$ cat src/rtl/sprite_pkg.sv
// Shared types and default widths for the sprite ROM / palette response path.
package sprite_pkg;

  localparam int ADDR_W_DEF     = 12;
  localparam int IDX_W_DEF      = 4;
  localparam int TRANSP_IDX_DEF = 0;
  // Wide enough for up to 8 requesters; narrower ids are zero-extended into it.
  localparam int ID_MAX_W       = 3;

  typedef struct packed {
    logic [3:0] r;
    logic [3:0] g;
    logic [3:0] b;
  } rgb12_t;

  typedef struct packed {
    logic [ID_MAX_W-1:0] id;
    rgb12_t              rgb;
    logic                transp;
  } rsp_entry_t;

endpackage

$ cat src/rtl/rr_arbiter.sv
// Round-robin arbiter: one-hot grant searched from ptr+1, pointer follows each grant.
module rr_arbiter #(
  parameter int N_REQ = 4,
  localparam int ID_W = $clog2(N_REQ)
) (
  input  logic             Clk,
  input  logic             Reset_n,
  input  logic [N_REQ-1:0] valid,
  input  logic             enable,
  output logic [N_REQ-1:0] grant,
  output logic [ID_W-1:0]  grant_id
);

  logic [ID_W-1:0] ptr_reg;
  logic [ID_W:0]   sum;
  logic [ID_W-1:0] idx;
  logic            found;

  always_comb begin
    grant    = '0;
    grant_id = '0;
    found    = 1'b0;
    sum      = '0;
    idx      = '0;
    for (int k = 1; k <= N_REQ; k++) begin
      sum = {1'b0, ptr_reg} + (ID_W+1)'(k);
      if (sum >= (ID_W+1)'(N_REQ)) begin
        sum = sum - (ID_W+1)'(N_REQ);
      end
      idx = sum[ID_W-1:0];
      if (enable && !found && valid[idx]) begin
        found       = 1'b1;
        grant[idx]  = 1'b1;
        grant_id    = idx;
      end
    end
  end

  // Any grant is also a handshake, since grants only go to valid requesters.
  always_ff @(posedge Clk) begin
    if (!Reset_n) begin
      ptr_reg <= ID_W'(N_REQ - 1);
    end else if (found) begin
      ptr_reg <= grant_id;
    end
  end

endmodule

$ cat src/rtl/sprite_palette_arbiter.sv
// Shares one sprite ROM and palette among N_REQ requesters: RR issue, ROM read,
// palette lookup, then an in-order response FIFO guarded by credits.
module sprite_palette_arbiter
  import sprite_pkg::*;
#(
  parameter int N_REQ      = 4,
  parameter int ADDR_W     = ADDR_W_DEF,
  parameter int IDX_W      = IDX_W_DEF,
  parameter int FIFO_DEPTH = 4,
  parameter int TRANSP_IDX = TRANSP_IDX_DEF,
  localparam int ID_W      = $clog2(N_REQ)
) (
  input  logic                    Clk,
  input  logic                    Reset_n,
  input  logic [N_REQ-1:0]        req_valid,
  input  logic [N_REQ*ADDR_W-1:0] req_addr,
  output logic [N_REQ-1:0]        req_ready,
  output logic [ADDR_W-1:0]       rom_addr,
  input  logic [IDX_W-1:0]        rom_data,
  output logic [IDX_W-1:0]        pal_index,
  input  logic [3:0]              pal_red,
  input  logic [3:0]              pal_green,
  input  logic [3:0]              pal_blue,
  output logic                    rsp_valid,
  input  logic                    rsp_ready,
  output logic [ID_W-1:0]         rsp_id,
  output logic [11:0]             rsp_rgb,
  output logic                    rsp_transp
);

  localparam int PTR_W = $clog2(FIFO_DEPTH);
  localparam int CNT_W = PTR_W + 1;

  logic [ADDR_W-1:0] addr_slot [N_REQ];

  for (genvar gi = 0; gi < N_REQ; gi++) begin : g_slot
    assign addr_slot[gi] = req_addr[gi*ADDR_W +: ADDR_W];
  end

  logic [N_REQ-1:0]  grant;
  logic [ID_W-1:0]   grant_id;
  logic              s1_v_reg, s2_v_reg;
  logic [ID_W-1:0]   s1_id_reg, s2_id_reg;
  logic [ADDR_W-1:0] rom_addr_reg;
  logic [CNT_W-1:0]  count_reg;
  logic [CNT_W-1:0]  in_use;
  logic              credit_ok;

  // Every issued request already owns a FIFO slot, so pushes can never overflow.
  assign in_use    = count_reg + CNT_W'(s1_v_reg) + CNT_W'(s2_v_reg);
  assign credit_ok = Reset_n && (in_use < CNT_W'(FIFO_DEPTH));

  rr_arbiter #(.N_REQ(N_REQ)) u_arb (
    .Clk      (Clk),
    .Reset_n  (Reset_n),
    .valid    (req_valid),
    .enable   (credit_ok),
    .grant    (grant),
    .grant_id (grant_id)
  );

  assign req_ready = grant;

  always_ff @(posedge Clk) begin
    if (!Reset_n) begin
      s1_v_reg     <= 1'b0;
      s1_id_reg    <= '0;
      rom_addr_reg <= '0;
      s2_v_reg     <= 1'b0;
      s2_id_reg    <= '0;
    end else begin
      s1_v_reg <= |grant;
      if (|grant) begin
        rom_addr_reg <= addr_slot[grant_id];
        s1_id_reg    <= grant_id;
      end
      s2_v_reg  <= s1_v_reg;
      s2_id_reg <= s1_id_reg;
    end
  end

  assign rom_addr  = rom_addr_reg;
  // The ROM registers its output, so S2 sees the index one cycle after rom_addr.
  assign pal_index = s2_v_reg ? rom_data : '0;

  rsp_entry_t       fifo_mem [FIFO_DEPTH];
  rsp_entry_t       push_entry;
  rsp_entry_t       head;
  logic [PTR_W-1:0] wr_ptr_reg, rd_ptr_reg;
  logic             push, pop, full;

  assign push = s2_v_reg;
  assign pop  = rsp_valid && rsp_ready;
  assign full = (count_reg == CNT_W'(FIFO_DEPTH));

  always_comb begin
    push_entry        = '0;
    push_entry.id     = ID_MAX_W'(s2_id_reg);
    push_entry.rgb    = '{r: pal_red, g: pal_green, b: pal_blue};
    push_entry.transp = (rom_data == IDX_W'(TRANSP_IDX));
  end

  always_ff @(posedge Clk) begin
    if (push) begin
      fifo_mem[wr_ptr_reg] <= push_entry;
    end
  end

  always_ff @(posedge Clk) begin
    if (!Reset_n) begin
      wr_ptr_reg <= '0;
      rd_ptr_reg <= '0;
      count_reg  <= '0;
    end else begin
      if (push) wr_ptr_reg <= wr_ptr_reg + PTR_W'(1);
      if (pop)  rd_ptr_reg <= rd_ptr_reg + PTR_W'(1);
      count_reg <= count_reg + CNT_W'(push) - CNT_W'(pop);
    end
  end

  assign rsp_valid  = (count_reg != '0);
  assign head       = rsp_valid ? fifo_mem[rd_ptr_reg] : '0;
  assign rsp_id     = ID_W'(head.id);
  assign rsp_rgb    = head.rgb;
  assign rsp_transp = head.transp;

  assert property (@(posedge Clk) disable iff (!Reset_n) !(push && full));

endmodule

$ cat config.mk
export PLATFORM = sky130hd
export DESIGN_NAME = sprite_palette_arbiter
export DESIGN_NICKNAME = d
export VERILOG_FILES = /design/src/rtl/sprite_pkg.sv /design/src/rtl/rr_arbiter.sv /design/src/rtl/sprite_palette_arbiter.sv
export SDC_FILE = /design/constraint.sdc
export NUM_CORES = 1
export LEC_CHECK = 0
export BUFFER_PORTS_ARGS = -buffer_cell sky130_fd_sc_hd__clkbuf_2
export CORE_ASPECT_RATIO = 0.8
export CORE_MARGIN = 10
export CORE_UTILIZATION = 54
export DETAILED_ROUTE_END_ITERATION = 10
export GPL_TIMING_DRIVEN = 0
export MAX_ROUTING_LAYER = met4
export PLACE_DENSITY_LB_ADDON = 0.12
export SLEW_MARGIN = 25
export SYNTH_ARGS = -nofsm -noshare
export SYNTH_HDL_FRONTEND = slang
export SYNTH_SLANG_ARGS = --single-unit
$ cat constraint.sdc
create_clock -name Clk -period 3.6 [get_ports Clk]
set_input_delay 0.36 -clock Clk [delete_from_list [all_inputs] [get_ports Clk]]
set_output_delay 0.36 -clock Clk [all_outputs]
set_load 0.01 [all_outputs]
# After elaboration in Yosys (flattened, before gate mapping)
# Memory sizes are Yosys's and may differ from the RTL's. A register that Yosys moved wholly into a read port is not among the register bits.
# Index checks and enable logic that the tools add are counted.
dict set report totals {
  ff_bits 27
  latchBits 0
  ram_bits 60
  romBits 0
  inputBits 71
  out_inout_bits 36
  elab_cells 102
  mem_count 1
}
dict set report classes {
  addsub 14
  multipliers 0
  n_div 0
  n_lt_le_gt_ge 14
  eq_ne 0
  shift 0
  mux 41
  bitwise_logic 4
  n_reduce_logical 19
}
# memory words word_bits rd rd_ports_with_merged_regs write_ports line_no
set memory_table {}
lappend memory_table {fifo_mem 4 15 1 1 1 sprite_palette_arbiter.sv:86} ;# rsp_entry_t fifo_mem [FIFO_DEPTH];
# cell count
set ops {}
lappend ops {{12-bit binary-select mux with 2-bit select} 1}
lappend ops {{12-bit 2-to-1 mux} 2}
lappend ops {{2-bit 2-to-1 mux} 10}
lappend ops {{4-bit 2-to-1 mux} 5}
lappend ops {{3-bit greater-or-equal comparator (second input constant)} 5}
lappend ops {{15-bit 2-to-1 mux} 1}
lappend ops {{1-bit 2-to-1 mux} 14}
lappend ops {{1-bit logical AND} 13}
lappend ops {{2-bit by 3-bit less-than comparator with 1-bit output (second input constant)} 4}
lappend ops {{4-bit OR} 3}
lappend ops {{3-bit by 1-bit adder with 3-bit output} 3}
lappend ops {{1-bit binary-select mux with 2-bit select} 4}
lappend ops {{1-bit demux with 2-bit select} 4}
lappend ops {{2-bit by 1-bit greater-or-equal comparator with 1-bit output (second input constant)} 4}
lappend ops {{2-bit by 1-bit subtractor with 2-bit output (second input constant)} 4}
lappend ops {{2-bit by 2-bit adder with 3-bit output (second input constant)} 2}
lappend ops {{2-bit by 1-bit adder with 2-bit output (second input constant)} 2}
lappend ops {{4-bit zero test} 1}
lappend ops {{4-bit OR reduction} 1}
lappend ops {{2-bit by 1-bit adder with 3-bit output (second input constant)} 1}
lappend ops {{2-bit by 3-bit adder with 3-bit output (second input constant)} 1}
lappend ops {{1-bit zero test} 3}
lappend ops {{3-bit less-than comparator (second input constant)} 1}
lappend ops {{2-bit inverter with 3-bit output} 1}
lappend ops {{other kinds (2)} 2}

# Logic depth before layout (Yosys ltp)
dict set report logic_depth {
  word_depth 23
  mapped_depth 12
  depth_no_buf 10
}

# Cells and area by module
# A second synthesis with hierarchy kept.
dict set report hier_totals {
  cells_unflattened 281
  hier_area_um2 4325.4
}
# module n_inst cells_per_inst area_per_inst_um2 seq_area_each_um2
set by_module_without_submodules {}
lappend by_module_without_submodules {sprite_palette_arbiter 1 208 3653.5 2342.2}
lappend by_module_without_submodules {rr_arbiter 1 73 671.9 40.0}

# Worst setup path after synthesis
# OpenSTA, ideal clock, no wires.
dict set report synth_path {
  path_type {register to register}
  start {reg u_arb.ptr_reg[0]}
  end {reg s1_id_reg[1]}
  setup_time_ps 123
  arrival_time_ps 2806
  t_required_ps 3477
  slack_ps 671
  path_stages_with_launch 11
  n_path_buf 2
  synth_period_minus_slack_ps 2929
  cell_sequence {dfxtp_1 buf_2 inv_2 ha_1 buf_4 a21oi_1 a22oi_4 a22o_1 a221o_1 o41ai_4 mux2_1}
}
dict set report synth_between {
  elab_chain_len 20
  word_cells_on_any_way 69
  classes_between {8 x add/sub; 12 x order compare; 31 x mux; 3 x bitwise; 15 x reduce/logical}
}
# item line_no
set synth_rtl {}
lappend synth_rtl {{start, declared} rr_arbiter.sv:14} ;# logic [ID_W-1:0] ptr_reg;
lappend synth_rtl {{start signal, assigned} rr_arbiter.sv:42} ;# ptr_reg <= ID_W'(N_REQ - 1);
lappend synth_rtl {{start signal, assigned} rr_arbiter.sv:44} ;# ptr_reg <= grant_id;
lappend synth_rtl {{parallel branches: the longest is 20 deep, another holds 2-bit by 1-bit adder with 3-bit output} n/a}
lappend synth_rtl {{end signal, assigned} sprite_palette_arbiter.sv:75} ;# s1_id_reg <= grant_id;
lappend synth_rtl {{end, declared} sprite_palette_arbiter.sv:43} ;# logic [ID_W-1:0] s1_id_reg, s2_id_reg;
# Parallel ways; which one is timed is not known. The select of a mux whose other input is x is not followed.
# A chain may end at the register's enable or synchronous reset.

# Final worst setup path
dict set report layout_path {
  start {reg u_arb.ptr_reg[0]}
  end {reg rom_addr_reg[5], in the netlist rom_addr[5]}
}
dict set report layout_between {
  elab_chain_len 23
  word_cells_on_any_way 73
  classes_between {8 x add/sub; 12 x order compare; 34 x mux; 4 x bitwise; 15 x reduce/logical}
}
# item line_no
set layout_rtl {}
lappend layout_rtl {{2-bit by 1-bit adder with 3-bit output} rr_arbiter.sv:26} ;# sum = {1'b0, ptr_reg} + (ID_W+1)'(k);
lappend layout_rtl {{3-bit greater-or-equal comparator or 2-bit by 1-bit subtractor with 2-bit output (tied branches)} {rr_arbiter.sv:27, rr_arbiter.sv:28}}
lappend layout_rtl {{2-bit 2-to-1 mux} rr_arbiter.sv:27} ;# if (sum >= (ID_W+1)'(N_REQ)) begin
lappend layout_rtl {{1-bit binary-select mux with 2-bit select} rr_arbiter.sv:31} ;# if (enable && !found && valid[idx]) begin
lappend layout_rtl {{1-bit 2-to-1 mux (implied by the code)} rr_arbiter.sv:31}
lappend layout_rtl {{1-bit logical AND} rr_arbiter.sv:31}
lappend layout_rtl {{1-bit 2-to-1 mux} rr_arbiter.sv:31}
lappend layout_rtl {{1-bit zero test} rr_arbiter.sv:31}
lappend layout_rtl {{(+4 left out)} n/a}
lappend layout_rtl {{1-bit logical AND (2 in a row)} rr_arbiter.sv:31}
lappend layout_rtl {{1-bit 2-to-1 mux} rr_arbiter.sv:31}
lappend layout_rtl {{1-bit zero test} rr_arbiter.sv:31}
lappend layout_rtl {{1-bit logical AND (2 in a row)} rr_arbiter.sv:31}
lappend layout_rtl {{2-bit 2-to-1 mux} rr_arbiter.sv:31}
lappend layout_rtl {{2-bit inverter with 3-bit output (implied by the code)} sprite_palette_arbiter.sv:74} ;# rom_addr_reg <= addr_slot[grant_id];
lappend layout_rtl {{12-bit binary-select mux with 2-bit select} sprite_palette_arbiter.sv:74}
lappend layout_rtl {{12-bit 2-to-1 mux (implied by the code) (2 in a row)} sprite_palette_arbiter.sv:74}
lappend layout_rtl {{end signal, assigned} sprite_palette_arbiter.sv:74}
lappend layout_rtl {{end, declared} sprite_palette_arbiter.sv:44} ;# logic [ADDR_W-1:0] rom_addr_reg;
# Parallel ways exist; a longest one is shown, timed or not. The select of a mux whose other input is x is not followed.

==> results.md <==
* Simple-Gate Fraction of Synth Area at 0.0949
* Tightest Pin Transition at just under 900 ps
* Post-synth EDFFs at 60
* FP Rows at 29
* Final worst setup slack at 191 ps
* CTS root buf: clkbuf_8
* Adder-cell area share of the yosys netlist at 0.0434
* Max Fclk at a little under 0.3 GHz
* Leading cell type in the layout, fill and taps excluded: clkbuf_2
* Drt drc at 0
* Ports at approximately 110
* Clock-pin slew on the worst setup and hold paths at roughly 90 ps
* Max reg flops at 60
* CTS tree: built
* Max VDD drop at 0.395 mV
* Post-synth net total at 412
* Post-DP Area at 5150 sq um
* Final hold vios at 0
* Number of diodes at 0
* Final worst path period share at 0.947
* First-pass GRT wire length at around 15000 um
* # resized after CTS at 0
* Mapped Cells at between 300 and 400
* Avg WL per Cell at roughly 17 um
* Routed vias/inst at approximately 5.4
* RD Place Congestion at 0.815
* Arrival time at the worst endpoint at 3680 ps
* Hpwl dp at between 6000 and 7000 um
* Clock sink total at a little under 90
* Core area at 8020 sq um
* Crit-path cells: buf_2 > inv_2 > ha_1 > buf_4 > a21oi_1 > a22oi_4 > nor2_2 > a22o_1 > a221o_1 > o41ai_4 > buf_6 > mux2i_1
* CP Launch Type: flop
* I/O Buffers at roughly 100
* Worst path required time at approximately 3900 ps
* Vias at 2974
* Main combinational cell family by area after synthesis: multiplexers
* Primary FF master, synth: edfxtp_1
* Fillcell total at roughly 620
* Mux cell area share after synthesis at 0.220
* Initial Utilization at 0.560
* Die height at between 100 and 150 um
* Minimum clock period at 3410 ps
* Largest net degree at the start of global routing at 17
* Cell family with most CP delay: compound AO/OA/AOI/OAI gates
* Status: finished clean
* Synth-to-Final Area Change at 18.4%
* Total grt overflow at 0
* Fin area at roughly 5300 sq um
* DRT iter0 DRCs at ~110
* Die width at 122 um
* Critical-path maximum fanout at 10
* Die Area at about 12000 sq um
* Critical Path Max Stage Delay at around 560 ps
* Seq/Total Area, Yosys at 0.530
* H-tree depth at 3
* Finish-stage setup viols at 0
* Max_slew headroom at 0.420
* Leakage at 2.19 nW
* Synth Area in Compound Gates at 0.0663
* Antenna Nets Post-Route at 0
* Total area of sequential cells at ~2400 sq um
* Multi-input logic area at ~2000 sq um
* Critical path type: reg2reg
* Slowest-stage cell, CP: o41ai_4
* Clock latency on the worst-skew pair at ~350 ps
* Syn_area_per_cell at between 10 and 15 sq um
* Layout cells sized above 1 at 0.379
* Final TNS setup at 0 ps
* Synth Register Bits at just under 90
* Cell variety after synth at 53
* Max_cap viols at 0
* Mapped Area at between 4000 and 5000 sq um
* CTS buffer count at 9
* Synth Area in XOR/XNOR at 0.00974
* Max Buffers Root-to-Sink at 2
* Final wirelength at roughly 9300 um
* Synth Warn # at 0
* CP Buf/Inv Count at 4
* Worst hold path type: in2reg
* Vias in the first global route at 3117
* Final slew viol count at 0
* Critical Path Sink Type: flop
* Setup bufs post-CTS at 0
* Drt pass-1 iters at 4
* Pre-CTS setup slack at 233 ps
* Pwr dens at 680 nW/um^2
* Total GRT Usage at 0.157
* Hold buffers post-CTS at 0
* Final #Nets at about 530
* Async SR Flop Fraction at 0
* Clock skew at 15.4 ps
* Initial antenna violation count at 0
* Most frequent cells in the layout: 104 x clkbuf_2, 60 x edfxtp_1, 42 x mux2i_1
* RSZ-0062 raised after global routing: false
-- worst paths after layout --
| check | depth (start not counted) | end | startpoint | slack (ps) |
|---|---|---|---|---|
| max | 12 | rom_addr[5] | u_arb.ptr_reg[0] | 190 |
| min | 1 | fifo_mem[3][8] | pal_green[3] | 230 |
| max reg2reg | 12 | rom_addr[5] | u_arb.ptr_reg[0] | 190 |
| min reg2reg | 2 | s2_id_reg[0] | s1_id_reg[0] | 450 |
-- final cells by class --
type,instances,area share
clock buffers,10,0.0240
plain buffers,20,0.0219
repair buffers,104,0.0978
multi-input cells,206,0.367
flip-flops and latches,89,0.448
inverters,11,0.00776
clock inverters,6,0.00846
well taps,108,0.0254
-- synthesized netlist by cell type, types with 2 or more instances --
| master | count | area [sq um] |
|---|---|---|
| dfxtp_1 | 29 | 581 |
| o21ai_1 | 2 | 10.0 |
| buf_6 | 4 | 45.0 |
| a22oi_1 | 6 | 45.0 |
| a21oi_1 | 4 | 20.0 |
| edfxtp_1 | 60 | 1800 |
| mux2_2 | 13 | 146 |
| or3_1 | 2 | 12.5 |
| mux4_2 | 16 | 360 |
| and2_1 | 32 | 200 |
| nor2_1 | 8 | 30.0 |
| mux2i_1 | 42 | 420 |
| o211ai_1 | 2 | 15.0 |
| nand2b_1 | 3 | 18.8 |
| xnor2_1 | 4 | 35.0 |
| nand3b_1 | 2 | 15.0 |
| o21ai_0 | 4 | 20.0 |
| a221o_1 | 3 | 30.0 |
| nand3_1 | 2 | 10.0 |
| nor2b_1 | 4 | 25.0 |
| buf_2 | 6 | 30.0 |
| nand2_1 | 16 | 60.1 |
| inv_1 | 10 | 37.5 |
| mux2_4 | 2 | 30.0 |
| clkbuf_1 | 8 | 30.0 |
| nor3_1 | 2 | 10.0 |
| ha_1 | 14 | 175 |
-- power by group --
| part | internal [mW] | total, mW | switching [mW] |
|---|---|---|---|
| Clock | 0.253 | 0.594 | 0.341 |
| Sequential | 1.24 | 1.31 | 0.0760 |
| Combinational | 0.824 | 1.71 | 0.889 |
-- stage by stage --
stage,utilization,cells,hold WS [ps],power (mW)
global route,0.664,554,205,3.87
global placement,0.642,538,422,3.04
finish,0.664,554,228,3.62
floorplan,-,326,404,2.60
CTS,0.664,554,210,3.66
detailed placement,0.642,538,427,3.07
-- cells by family (layout without fill, tap and decap cells) --
family / count (synthesis) / after routing
compound gates: 34 / 34
buf+inv: 31 / 151
simple gates: 77 / 77
xor+xnor: 5 / 5
fa+ha+maj: 15 / 15
flops: 89 / 89
mux: 75 / 75
-- routing by layer --
layer / share of wire / global-route usage / vias to the layer above / wire [um]
met3: 0.067 / 0.0573 / 2 / 625
met1: 0.45 / 0.195 / 1438 / 4160
met5: 0 / - / - / 0
met2: 0.48 / 0.245 / 84 / 4480
li1: - / - / 1450 / -
met4: 0.0025 / 0.0247 / 0 / 23
No activity file was read; power rests on OpenSTA's default activity.
